<file path="src/rtl/axis_sync_fifo_pkt_if.sv">
// AXI-Stream beat channel (tvalid/tready/tdata/tlast) shared by the FIFO's
// input and output sides.
interface axis_sync_fifo_pkt_if #(
  parameter int DATA_WIDTH = 256
);
  logic                  tvalid;
  logic                  tready;
  logic [DATA_WIDTH-1:0] tdata;
  logic                  tlast;

  modport master (output tvalid, tdata, tlast, input tready);
  modport slave  (input tvalid, tdata, tlast, output tready);
endinterface

</file>
<file path="src/rtl/axis_sync_fifo_pkt.sv">
// Single-clock AXI-Stream packet FIFO: RAM plus one output register, with
// fill level, almost flags, high-water mark and synchronous flush.
module axis_sync_fifo_pkt #(
  parameter int DATA_WIDTH = 256,
  parameter int ADDR_WIDTH = 4,
  parameter int AF_THRESH  = 14,
  parameter int AE_THRESH  = 2
) (
  input  logic                   axis_clk,
  input  logic                   rst,
  input  logic                   flush,
  axis_sync_fifo_pkt_if.slave    s_axis,
  axis_sync_fifo_pkt_if.master   m_axis,
  output logic [ADDR_WIDTH:0]    fill_count,
  output logic                   almost_full,
  output logic                   almost_empty,
  output logic [ADDR_WIDTH:0]    high_water
);
  localparam int DEPTH = 1 << ADDR_WIDTH;
  localparam logic [ADDR_WIDTH:0] DEPTH_V = (ADDR_WIDTH+1)'(DEPTH);
  localparam logic [ADDR_WIDTH:0] AF_V    = (ADDR_WIDTH+1)'(AF_THRESH);
  localparam logic [ADDR_WIDTH:0] AE_V    = (ADDR_WIDTH+1)'(AE_THRESH);

  typedef struct packed {
    logic                  last;
    logic [DATA_WIDTH-1:0] data;
  } beat_t;

  beat_t                mem [DEPTH];
  beat_t                out_q;
  logic                 out_vld;
  logic                 ready_q;
  logic [ADDR_WIDTH:0]  wr_ptr, rd_ptr, fill_next;
  logic                 wr_en, rd_en, mem_empty, pop;

  assign s_axis.tready = ready_q && !flush;
  assign m_axis.tvalid = out_vld;
  assign m_axis.tdata  = out_q.data;
  assign m_axis.tlast  = out_q.last;

  assign wr_en     = s_axis.tvalid && s_axis.tready;
  assign rd_en     = out_vld && m_axis.tready;
  // Wrap bit in the pointers lets equal pointers mean empty, never full.
  assign mem_empty = (wr_ptr == rd_ptr);
  // Refill the output register whenever it is empty or being drained.
  assign pop       = !mem_empty && (!out_vld || m_axis.tready);
  assign fill_next = fill_count + (ADDR_WIDTH+1)'(wr_en) - (ADDR_WIDTH+1)'(rd_en);

  always_ff @(posedge axis_clk) begin
    if (wr_en) mem[wr_ptr[ADDR_WIDTH-1:0]] <= '{last: s_axis.tlast, data: s_axis.tdata};
  end

  always_ff @(posedge axis_clk) begin
    if (!rst || flush) begin
      wr_ptr       <= '0;
      rd_ptr       <= '0;
      out_vld      <= 1'b0;
      out_q        <= '0;
      fill_count   <= '0;
      high_water   <= '0;
      almost_full  <= 1'b0;
      almost_empty <= 1'b1;
      // Reset holds the input off for a cycle; flush reopens it at once.
      ready_q      <= rst;
    end else begin
      if (wr_en) wr_ptr <= wr_ptr + 1'b1;
      if (pop) begin
        rd_ptr  <= rd_ptr + 1'b1;
        out_q   <= mem[rd_ptr[ADDR_WIDTH-1:0]];
        out_vld <= 1'b1;
      end else if (rd_en) begin
        out_vld <= 1'b0;
      end
      fill_count   <= fill_next;
      almost_full  <= (fill_next >= AF_V);
      almost_empty <= (fill_next <= AE_V);
      high_water   <= (fill_next > high_water) ? fill_next : high_water;
      ready_q      <= (fill_next < DEPTH_V);
    end
  end
endmodule
</file>
<file path="src/flat_wrapper.sv">
// flat-port wrapper written by rule: the top's interface ports become plain ports
module axis_sync_fifo_pkt_flat 
#(
  parameter int DATA_WIDTH = 256,
  parameter int ADDR_WIDTH = 4,
  parameter int AF_THRESH  = 14,
  parameter int AE_THRESH  = 2
)
  (axis_clk, rst, flush, fill_count, almost_full, almost_empty, high_water, s_axis_tvalid, s_axis_tdata, s_axis_tlast, s_axis_tready, m_axis_tvalid, m_axis_tdata, m_axis_tlast, m_axis_tready);
  axis_sync_fifo_pkt_if #(.DATA_WIDTH(DATA_WIDTH)) s_axis_i ();
  axis_sync_fifo_pkt_if #(.DATA_WIDTH(DATA_WIDTH)) m_axis_i ();
  input  logic axis_clk;
  input  logic rst;
  input  logic flush;
  output logic [ADDR_WIDTH:0] fill_count;
  output logic almost_full;
  output logic almost_empty;
  output logic [ADDR_WIDTH:0] high_water;
  input wire logic [$bits(s_axis_i.tvalid)-1:0] s_axis_tvalid;
  input wire logic [$bits(s_axis_i.tdata)-1:0] s_axis_tdata;
  input wire logic [$bits(s_axis_i.tlast)-1:0] s_axis_tlast;
  output wire logic [$bits(s_axis_i.tready)-1:0] s_axis_tready;
  output wire logic [$bits(m_axis_i.tvalid)-1:0] m_axis_tvalid;
  output wire logic [$bits(m_axis_i.tdata)-1:0] m_axis_tdata;
  output wire logic [$bits(m_axis_i.tlast)-1:0] m_axis_tlast;
  input wire logic [$bits(m_axis_i.tready)-1:0] m_axis_tready;
  assign s_axis_i.tvalid = s_axis_tvalid;
  assign s_axis_i.tdata = s_axis_tdata;
  assign s_axis_i.tlast = s_axis_tlast;
  assign s_axis_tready = s_axis_i.tready;
  assign m_axis_tvalid = m_axis_i.tvalid;
  assign m_axis_tdata = m_axis_i.tdata;
  assign m_axis_tlast = m_axis_i.tlast;
  assign m_axis_i.tready = m_axis_tready;
  axis_sync_fifo_pkt #(.DATA_WIDTH(DATA_WIDTH), .ADDR_WIDTH(ADDR_WIDTH), .AF_THRESH(AF_THRESH), .AE_THRESH(AE_THRESH)) u_core (.axis_clk(axis_clk), .rst(rst), .flush(flush), .s_axis(s_axis_i), .m_axis(m_axis_i), .fill_count(fill_count), .almost_full(almost_full), .almost_empty(almost_empty), .high_water(high_water));
endmodule
</file>
<file path="config.mk">
export PLATFORM = sky130hd
export DESIGN_NAME = axis_sync_fifo_pkt_flat
export DESIGN_NICKNAME = d
export VERILOG_FILES = /design/src/rtl/axis_sync_fifo_pkt_if.sv /design/src/rtl/axis_sync_fifo_pkt.sv /design/src/flat_wrapper.sv
export SDC_FILE = /design/constraint.sdc
export NUM_CORES = 2
export LEC_CHECK = 0
export ABC_AREA = 1
export BUFFER_PORTS_ARGS = -buffer_cell sky130_fd_sc_hd__buf_2
export CAP_MARGIN = 0
export CORE_MARGIN = 1.5
export CORE_UTILIZATION = 40
export DETAILED_ROUTE_END_ITERATION = 12
export HOLD_SLACK_MARGIN = 0.08
export MAX_ROUTING_LAYER = met4
export PLACE_DENSITY = 0.61
export SETUP_SLACK_MARGIN = 0.2
export SYNTH_ARGS = -nofsm -noshare
export SYNTH_HDL_FRONTEND = slang
export SYNTH_MEMORY_MAX_BITS = 65536
export SYNTH_SLANG_ARGS = --single-unit
export TNS_END_PERCENT = 50
</file>
<file path="constraint.sdc">
create_clock -name axis_clk -period 25 [get_ports axis_clk]
set_clock_uncertainty 0.15 [all_clocks]
set_input_delay 5 -clock axis_clk [delete_from_list [all_inputs] [get_ports axis_clk]]
set_output_delay 5 -clock axis_clk [all_outputs]
set_load 0.005 [all_outputs]
</file>
Word level (Yosys, flattened, before mapping)
Memories as Yosys holds them, arrays and structs flattened. A register that Yosys moved wholly into a read port is not among the register bits.
Index checks and enable logic that the tools add are counted.

cells by class
  reductions and logical operators = 11
  muxes and demuxes = 5
  equal/unequal tests = 1
  $add $sub $neg = 4
  order comparisons = 4

operators by type and width
  kind                                                                              count
  5-bit by 1-bit adder with 5-bit output, second input constant                     2
  5-bit by 1-bit adder with 5-bit output                                            1
  5-bit == test                                                                     1
  5-bit by 4-bit >= comparator with 1-bit output, second input constant             1
  5-bit > comparator                                                                1
  5-bit by 2-bit less-or-equal comparator with 1-bit output, second input constant  1
  5-bit < comparator, second input constant                                         1
  1-bit 2-to-1 mux                                                                  5
  5-bit by 1-bit subtractor with 5-bit output                                       1
  1-bit logical AND                                                                 4
  1-bit logical NOT                                                                 4
  1-bit logical OR                                                                  2
  2-bit nonzero test                                                                1

word-level totals
  bits in writable memories = 4112
  register bits = 24
  memories = 1
  output and inout port bits = 271
  logic and storage cells = 34

memories
  name        words  bits a word  read ports  clocked after memory_dff  write ports  line                      RTL
  u_core.mem  16     257          1           1                         1            axis_sync_fifo_pkt.sv:29  beat_t mem [DEPTH];

Depth between registers and ports, before layout
  depth after elaboration = 7
  depth in mapped cells = 18
  gate-level depth less buffers = 18

Worst setup path before layout
OpenSTA, ideal clock, no wires.

  path type = in2reg
  from = input flush
  to = memory u_core.mem[15][0] in the netlist's numbering, enable pin
  cell stages on the path = 5
  arrival = 16263 ps
  library setup time = 883 ps
  data required time = 23967 ps
  path slack = 7703 ps
  path through = nor2_1 nand2_1 inv_1 nand2_1 nor2_1

on the way
  cells in the longest elaborated chain, start to end = 5

ends and longest elaborated chain
  item                                    line                      RTL
  start, declared                         flat_wrapper.sv:14        input logic flush;
  1-bit logical NOT                       axis_sync_fifo_pkt.sv:36  assign s_axis.tready = ready_q && !flush;
  1-bit logical AND                       axis_sync_fifo_pkt.sv:36
  1-bit logical AND                       axis_sync_fifo_pkt.sv:41  assign wr_en = s_axis.tvalid && s_axis.tready;
  net u_core.wr_en                        axis_sync_fifo_pkt.sv:34  logic wr_en, rd_en, mem_empty, pop;
  1-bit 2-to-1 mux                        axis_sync_fifo_pkt.sv:50  if (wr_en) mem[wr_ptr[ADDR_WIDTH-1:0]] <= '{last: s_axis.tlast, data: s_axis.tdata};
  1-bit 2-to-1 mux (not written as such)  axis_sync_fifo_pkt.sv:50
  end, declared                           axis_sync_fifo_pkt.sv:29

The timed path passes the listed nets, and every way through them passes these cells.

Worst setup path after layout
  from = input flush
  to = output s_axis_tready

on the way
  cells in the longest elaborated chain, start to end = 2

ends and longest elaborated chain
  item               line                      RTL
  1-bit logical NOT  axis_sync_fifo_pkt.sv:36
  1-bit logical AND  axis_sync_fifo_pkt.sv:36
  end, declared      flat_wrapper.sv:22        output wire logic [$bits(s_axis_i.tready)-1:0] s_axis_tready;

No other way between the ends.

==> results by group <==
GRT
  – First-pass GRT wire length: about 670,000 um
  – Vias in the first global route: between 100k and 150k
  – Initial antenna violation count: 64
  – GRT Util Overall: 21.4%
  – Overflow after GRT: 0
  – Largest net degree at the start of global routing: around 260

Drt
  – Residual DRC count: 0
  – Final wirelength: about 460,000 um
  – DR vias: about 100k
  – Routed length per instance: ~25 um
  – Via density: 5.63
  – Detail Route Antenna Nets: 0
  – 1st-iter DRT viols: 10,900
  – DR pass1 iterations: 6

Worst setup path
  – CP Launch Type: input port
  – Critical path type: in -> out
  – CP Capture Type: output pin
  – Critical Path AT: 5.36 ns
  – WP data required: 19.85 ns
  – Crit path max fanout: 2

STA
  – Min Tclk post-route: 10.51 ns
  – Setup TNS: 0 ns
  – Setup WS post-layout: roughly 14 ns
  – Period utilisation layout: 42.1%
  – Slew HR: 12.8%
  – Fmax: between 90 and 100 MHz
  – Unrepaired setup endpoints after global routing: false
  – Final Max Slew Viols: 0
  – Final setup vio count: 0
  – Worst Max-Slew Pin Slew: roughly 1.3 ns
  – Final hold violations: 0

Floorplanning
  – Core Region: 420,000 um^2
  – Die width: between 600 and 700 um
  – FP Rows: 238
  – Die ar.: 425,000 um^2
  – # IOs: 533
  – Die H: ~650 um
  – Initial core utilization: 40.1%

Pwr
  – Cell Pwr Density: approximately 80 nW/um^2
  – Sequential power share: 52.5%
  – Clock share of power: 42.3%
  – Leak: between 60 and 70 nW
  – Sw Share: ~22%
  – Int Pwr: 12.0 mW
  – Comb pwr share: 5.2%
  – VDD IR-drop max: ~0.080 mV
  – Sw Pwr: around 3.5 mW

Finish
  – FILL cells: ~37,000
  – Share of layout cells above drive strength 1: 10.9%
  – Leading cell types in the layout, fill and taps excluded: edfxtp_1 (4,112), nor2_1 (2,680), o21ai_0 (2,025), buf_2 (532), clkbuf_16 (441)
  – Nets: ~13,000
  – Commonest non-fill, non-tap cell in the layout: edfxtp_1
  – Area growth, synth to finish: 13.0%

Worst hold path
  – Worst Hold Class: reg -> reg

CTS
  – Setup bufs post-CTS: 0
  – Worst skew pair latency: 1.00 ns
  – CTS Buffer Depth: 4
  – Hold_buf cts: 0
  – Total CTS buffers: around 440
  – Clk slew on worst S/H paths: approximately 0.06 ns
  – CTS tree: built
  – Clk Tree Root Cell: clkbuf_16
  – Clock Sinks: 4,393
  – H-tree levels: 5
  – Resized Gates After CTS: 0

Synth
  – Synthesized area per cell: 13.6 um^2
  – Cells after synthesis: 12,400
  – YS warnings: 0
  – Post-synthesis sequential area ratio: 76.7%
  – Seq cells post-synth: between 4,000 and 5,000
  – Yosys cell types: 34
  – Post-Syn Area: about 170,000 um^2
  – Synthesized Nets: 12,600

Placement
  – Hpwl dp: 233,000 um
  – IO Port Bufs: 532
  – Gpl congestion: ~0.76
  – Place WS: 14.48 ns

Run status
  – Status: finished, final reports clean

Flow run
  – Total of max-cap violations: 0
==> metrics by stage <==
step / std cells / hold WS (ns) / cell area [um^2] / util, % / total power [mW]
6_report: 18600 / 0.345 / 190000 / 45.3 / 15.5
5_1_grt: 18600 / 0.363 / 190000 / 45.3 / 15.9
4_1_cts: 18500 / 0.350 / 190000 / 45.3 / 15.6
3_5_place_dp: 17700 / 0.332 / 176000 / 41.9 / 9.08
3_3_place_gp: 17700 / 0.332 / 176000 / 41.9 / 9.07
2_1_floorplan: 12400 / 0.332 / 168000 / - / 8.74
==> path summary, 6_finish.rpt <==
check,start,endpoint,slack [ns],cells past startpoint
hold / removal,u_core.m_axis.tdata[35],u_core.m_axis.tdata[35],0.34,2
hold reg to reg,u_core.m_axis.tdata[35],u_core.m_axis.tdata[35],0.34,2
setup reg to reg,u_core.rd_ptr[1],u_core.m_axis.tdata[159],19.62,11
setup / recovery,flush,s_axis_tready,14.49,3
==> power groups by stage <==
stage | clock network, mW | registers [mW] | logic (mW)
6_report | 6.54 | 8.12 | 0.807
5_1_grt | 6.91 | 8.11 | 0.894
4_1_cts | 6.64 | 8.12 | 0.809
3_5_place_dp | 0 | 8.27 | 0.806
3_3_place_gp | 0 | 8.27 | 0.793
2_1_floorplan | 0 | 8.26 | 0.471
==> layer usage <==
metal	vias to the layer above	track usage, %	wire (um)
met5	-	-	0
met3	713	2.71	31500
met4	0	5.79	11900
met1	52900	29.2	197000
met2	3898	33.8	216000
li1	47000	-	-
==> critical path, cell delays in order <==
cell	delay, ns
buf_2	0.12
nor2_1	0.12
buf_2	0.12
==> synthesized netlist by cell type <==
cell / n / area (um^2)
buf_4: 15 / 113
a22o_1: 257 / 2250
inv_1: 122 / 458
o221ai_1: 364 / 3190
buf_1: 37 / 139
nand2_2: 1 / 6.26
o21bai_1: 2 / 15.0
clkbuf_2: 1 / 5.00
a31o_2: 1 / 8.76
edfxtp_1: 4112 / 123000
o21ai_0: 2025 / 10100
o211ai_1: 265 / 1990
buf_6: 26 / 293
nor4_1: 2 / 12.5
o21ai_1: 293 / 1470
fa_1: 1 / 20.0
nor3b_1: 1 / 7.51
a21oi_1: 159 / 796
o22ai_1: 434 / 2720
clkinv_1: 2 / 7.51
a211oi_1: 1 / 7.51
nor2_1: 2698 / 10100
nor3_1: 2 / 10.0
xor2_1: 3 / 26.3
xnor2_1: 3 / 26.3
ha_1: 14 / 175
nand3_1: 123 / 616
inv_2: 25 / 93.8
buf_2: 273 / 1370
dfxtp_1: 281 / 5630
o21a_1: 2 / 15.0
nand2_1: 265 / 995
clkbuf_1: 561 / 2110
inv_4: 1 / 6.26
==> flip-flops by register name, summed over array words and instances, names as in the netlist <==
signal	flops
u_core.almost_full	1
u_core.m_axis.tdata	256
u_core.mem	4112
u_core.almost_empty	1
u_core.wr_ptr	5
u_core.m_axis.tvalid	1
u_core.m_axis.tlast	1
u_core.ready_q	1
u_core.fill_count	5
u_core.high_water	5
u_core.rd_ptr	5
==> cell type report <==
type	instances	area (um^2)	share of cell area, %
flip-flops and latches	4393	129000	67.9
multi-input cells	6916	34800	18.3
clock buffers	601	12200	6.40
well taps	5520	6910	3.63
repair buffers	713	4310	2.27
clock inverters	225	2220	1.17
inverters	150	614	0.323
diodes	43	108	0.0566
==> logic make-up after synthesis <==
family | after synthesis | synth area share (%)
AOI/OAI and AO/OA | 3803 | 13.4
and+or+nand+nor | 3092 | 7.00
buffers and inverters | 1063 | 2.73
adders and majority gates | 15 | 0.116
xor gates and xnor gates | 6 | 0.0312
DFF | 4393 | 76.7
No activity file was read; power rests on OpenSTA's default activity.
